File: config.mk
export PLATFORM = sky130hd
export DESIGN_NAME = xbar_cfg
export DESIGN_NICKNAME = d
export VERILOG_FILES = /design/src/rtl/xbar_cfg.sv
export SDC_FILE = /design/constraint.sdc
export NUM_CORES = 2
export LEC_CHECK = 0
export ABC_AREA = 1
export BUFFER_PORTS_ARGS = -buffer_cell sky130_fd_sc_hd__buf_2
export CAP_MARGIN = 20
export CORE_MARGIN = 3
export CORE_UTILIZATION = 27
export CTS_CLUSTER_DIAMETER = 60
export DETAILED_ROUTE_END_ITERATION = 10
export PLACE_DENSITY = 0.41
export SYNTH_ARGS = -nofsm -noshare
export SYNTH_HDL_FRONTEND = slang
export SYNTH_SLANG_ARGS = --single-unit
File: constraint.sdc
create_clock -name clk -period 18.9 [get_ports clk]
set_clock_uncertainty 0.15 [all_clocks]
set_input_delay 3.78 -clock clk [delete_from_list [all_inputs] [get_ports clk]]
set_output_delay 3.78 -clock clk [all_outputs]
set_load 0.01 [all_outputs]
File: src/rtl/xbar_cfg.sv
// Serially configured crossbar: a shadow select chain is loaded one bit per
// cycle, committed atomically into the active config, and each output picks
// one crossbar input by its select field (out-of-range selects drive 0).
module xbar_cfg #(
    parameter int unsigned N_IN    = 34,
    parameter int unsigned N_OUT   = 45,
    parameter int unsigned SEL_W   = 6,
    parameter int unsigned OUT_REG = 1
) (
    input  logic             clk,
    input  logic             reset,
    input  logic             io_cfg_en,
    input  logic             io_cfg_bit,
    input  logic             io_cfg_commit,
    output logic             io_cfg_done,
    output logic             io_cfg_err,
    output logic             io_sel_oob,
    input  logic [N_IN-1:0]  io_xbar_in,
    output logic [N_OUT-1:0] io_xbar_out
);

    localparam int unsigned CFG_W = N_OUT * SEL_W;
    localparam int unsigned CNT_W = $clog2(CFG_W + 1);
    localparam logic [CNT_W-1:0] CNT_FULL = CNT_W'(CFG_W);

    logic [CFG_W-1:0] shadow_q, shadow_d;
    logic [CFG_W-1:0] active_q, active_d;
    logic [CNT_W-1:0] cnt_q, cnt_d;
    logic             err_q, err_d;
    logic             cfg_full;

    logic [N_OUT-1:0] mux_out;
    logic [N_OUT-1:0] oob_vec;

    assign cfg_full = (cnt_q == CNT_FULL);

    // Next-state for the config chain; commit wins over a same-cycle shift.
    always_comb begin
        shadow_d = shadow_q;
        active_d = active_q;
        cnt_d    = cnt_q;
        err_d    = 1'b0;
        if (io_cfg_commit) begin
            if (cfg_full) begin
                active_d = shadow_q;
                cnt_d    = '0;
            end else begin
                err_d = 1'b1;
            end
        end else if (io_cfg_en) begin
            shadow_d = {io_cfg_bit, shadow_q[CFG_W-1:1]};
            if (!cfg_full) begin
                cnt_d = cnt_q + 1'b1;
            end
        end
    end

    // Config state registers.
    always_ff @(posedge clk or posedge reset) begin
        if (reset) begin
            shadow_q <= '0;
            active_q <= '0;
            cnt_q    <= '0;
            err_q    <= 1'b0;
        end else begin
            shadow_q <= shadow_d;
            active_q <= active_d;
            cnt_q    <= cnt_d;
            err_q    <= err_d;
        end
    end

    // Per-output select decode; a select matching no input flags out-of-range.
    always_comb begin
        logic [SEL_W-1:0] sel;
        sel     = '0;
        mux_out = '0;
        oob_vec = '0;
        for (int j = 0; j < int'(N_OUT); j++) begin
            sel        = active_q[j*SEL_W +: SEL_W];
            oob_vec[j] = 1'b1;
            for (int i = 0; i < int'(N_IN); i++) begin
                if (sel == SEL_W'(i)) begin
                    mux_out[j] = io_xbar_in[i];
                    oob_vec[j] = 1'b0;
                end
            end
        end
    end

    assign io_cfg_done = cfg_full;
    assign io_cfg_err  = err_q;
    assign io_sel_oob  = |oob_vec;

    if (OUT_REG != 0) begin : g_out_reg
        logic [N_OUT-1:0] out_q;

        // Whole output word registered at once, so old/new selects never mix.
        always_ff @(posedge clk or posedge reset) begin
            if (reset) begin
                out_q <= '0;
            end else begin
                out_q <= mux_out;
            end
        end

        assign io_xbar_out = out_q;
    end else begin : g_out_comb
        assign io_xbar_out = mux_out;
    end

endmodule
==> impl_results.md <==
- Fin Hold WS: 0.320 ns
- Netlist cell types: 52
- Critical path buffer and inverter count: 2
- CTS root buffer: clkbuf_16
- Synth Flop Type: dfrtp_1
- Post-synth top area share: 33.4%
- TritonCTS clock tree: yes
- H-tree Lvls: 3
- I/O pins: 87
- R2R Path Start: cnt_q[0]$_DFFE_PP0P_
- Worst Hold Class: reg2reg
- Sequential share of the synthesized area: 33.4%
- # clock sinks: 595
- Total CTS buffers: 93
- Die area: 170000 µm²
- Routed wire length: 212 mm
- Final WS setup: 10.68 ns
- R2R cell count: 8
- GPL Wtd Cong: 0.893
- Slowest CP cell: nor4_1
- Critical Path AT: 4.30 ns
- Initial Util: 27.3%
- Yosys Warn Count: 0
- Max Fanout on Critical Path: 9
- Tightest Pin Transition: 1.03 ns
- R2r endpoint: active_q[151]$_DFFE_PP0P_
- DR WL/cell: 22.8 µm
- P&R area growth vs syn: 12.8%
- Postcts setup bufs: 0
- Post-synth top cells: nand2_1 (2288), inv_1 (835), nand4_1 (783), nor2_1 (748), dfrtp_1 (595)
- PwrDens: 66.8 nW/µm²
- Final number of max-transition violations: 0
- Slowest stage delay, CP: 0.69 ns
- Die span in x: 412 µm
- Unrepaired setup endpoints after global routing: false
- MaxCap Viol Count: 0
- Vias/cell: 5.42
- Final ANT Viol Nets: 0
- Synthesized flop and latch total: 595
- Leakage: 21.8 nW
- Maximum vdd drop: 0.0607 mV
- Fraction of registers with async set/reset: 100%
- Largest net degree at the start of global routing: 156
- Row count: 148
- Final TNS setup: 0 ns
- GRT overflow: 0
- First-pass GRT wire length: 312 mm
- GR Util All Layers: 24.3%
- Hold Crit Depth: 2
- Share of cells above drive strength 1: 7.63%
- Worst-case clock buffer depth: 3
- # nets final: 7111
- PostCTS Resize Cnt: 0
- Worst EP required: 14.97 ns
- Mapped Area: 44600 µm²
- Post-place setup slack: 11.09 ns
- Mapped Nets: 7154
- Most common cell in the synthesized netlist: nand2_1
- Flop-to-flop setup slack: 14.73 ns
- Post-DP HPWL: 134 mm
- Critical Path Start Type: flop
- Syn Inst Count: 7111
- Crit-path cells: inv_1 > nor2_1 > nand2_1 > nor3_1 > nor3_1 > nor4_1 > nand2_1 > nor4_1 > nand4_1 > buf_2
- Pre-antenna DRT Iters: 7
- Vias: 50.5k
- Period Utilization, post-route: 43.5%
- Avg Inst Size Synth: 6.27 µm²
- Drt first-iter violations: 5943
- Rel. slew slack: 31.1%
- Vias in the first global route: 46.9k
- Synth top area cells: dfrtp_1 (33%), nand2_1 (19%), nand4_1 (11%), inv_1 (7.0%), nor2_1 (6.3%)
- Clock transition at the registers of the reported paths: 0.06 ns
- Yosys top cell by area: dfrtp_1
- Port bufs: 86
- Number of enable-type register cells in the synthesized netlist: 0
- Final setup violating endpoints: 0
- CP top delay family: simple AND/OR/NAND/NOR gates
- Clock Latency Late Sink: 0.71 ns
- Outcome: finished, final reports clean
- Min-Delay Endpoint: shadow_q[0]$_DFFE_PP0P_
- Worst hold path startpoint: shadow_q[0]$_DFFE_PP0P_
- Final min period: 8.22 ns
- Post-route DRC: 0
- Core Box Area: 164000 µm²
- Die Ht: 412 µm
- Final hold vios: 0
- Hold buffers post-CTS: 0
- Initial antenna violation count: 10
- Max Freq: 122 MHz
- WS Path Type: reg2out
- CP Capture Type: output port
==> tightest hold or removal path, stage by stage, from the launching register on <==
cell and delay (ns):
dfrtp_1 0.34, nand2_1 0.05, nand2_1 0.05
==> per-layer routing <==
metal | track usage (%) | vias up | share of wire (%)
met5 | 0.144 | - | 0
met4 | 10.3 | 0 | 4.7
met1 | 33.7 | 24100 | 44
met3 | 4.18 | 464 | 8.2
met2 | 37.1 | 2282 | 43
li1 | - | 23700 | -
==> cells in the final DEF, fill, tap and decap left out, types with 86 or more instances in the layout <==
cell type  instances
nand2_1         2288
inv_1            830
nand4_1          783
nor2_1           747
dfrtp_1          595
o21ai_0          358
nand3_1          301
nor3_1           232
a21oi_1          119
buf_4             96
clkbuf_16         93
buf_2             86
==> power breakdown <==
part	leakage (nW)	total, W	internal, W	switching, W
sequential	6.97	0.00130	0.00129	0.0000139
combinational	13.2	0.000245	0.0000241	0.000221
clock	1.55	0.00181	0.00109	0.000718
total	21.8	0.00336	0.00241	0.000953
==> layout make-up <==
type	count	area, µm²
fillers	18200	113000
multi-input cells	5288	24900
flip-flops and latches	595	14900
inverters	906	3410
well taps	2175	2720
clock buffers	110	2460
repair buffers	184	1200
clock inverters	58	743
diodes	2	5.00
==> registers in the layout, indices dropped and copies added, names as in the netlist <==
register,flops
io_cfg_err,1
active_q,270
cnt_q,9
shadow_q,270
io_xbar_out,45
==> cell families (layout without fill, tap and decap cells) <==
kind of cell               count (synthesis)  count (layout)  share of synthesized area [%]
and+or+nand+nor                         4501            4501                           44.7
buffers and inverters                   1228            1258                           10.9
AOI/OAI and AO/OA                        769             769                           10.6
DFF                                      595             595                           33.4
muxes                                     14              14                          0.353
adders and majority gates                  4               4                          0.112
other                                      0               2                              0
==> per-stage QoR <==
stage	total power (W)	instances	util [%]	instance area [µm²]
4_1_cts	0.00341	9315	30.8	50300
2_1_floorplan	0.00142	7111	-	44600
5_1_grt	0.00347	9316	30.8	50300
3_3_place_gp	0.00157	9146	28.8	47100
6_report	0.00336	9318	30.8	50300
3_5_place_dp	0.00157	9147	28.8	47100
==> worst max path at each step <==
stage	endpoint	cells past startpoint	from
final	io_sel_oob	10	active_q[228]$_DFFE_PP0P_
after global routing	io_sel_oob	10	active_q[228]$_DFFE_PP0P_
after CTS	io_sel_oob	8	active_q[96]$_DFFE_PP0P_
after detailed placement	active_q[132]$_DFFE_PP0P_	6	reset
after global placement	active_q[132]$_DFFE_PP0P_	6	reset
after floorplan	active_q[0]$_DFFE_PP0P_	1	reset
Power figures use the tool's default switching activity.
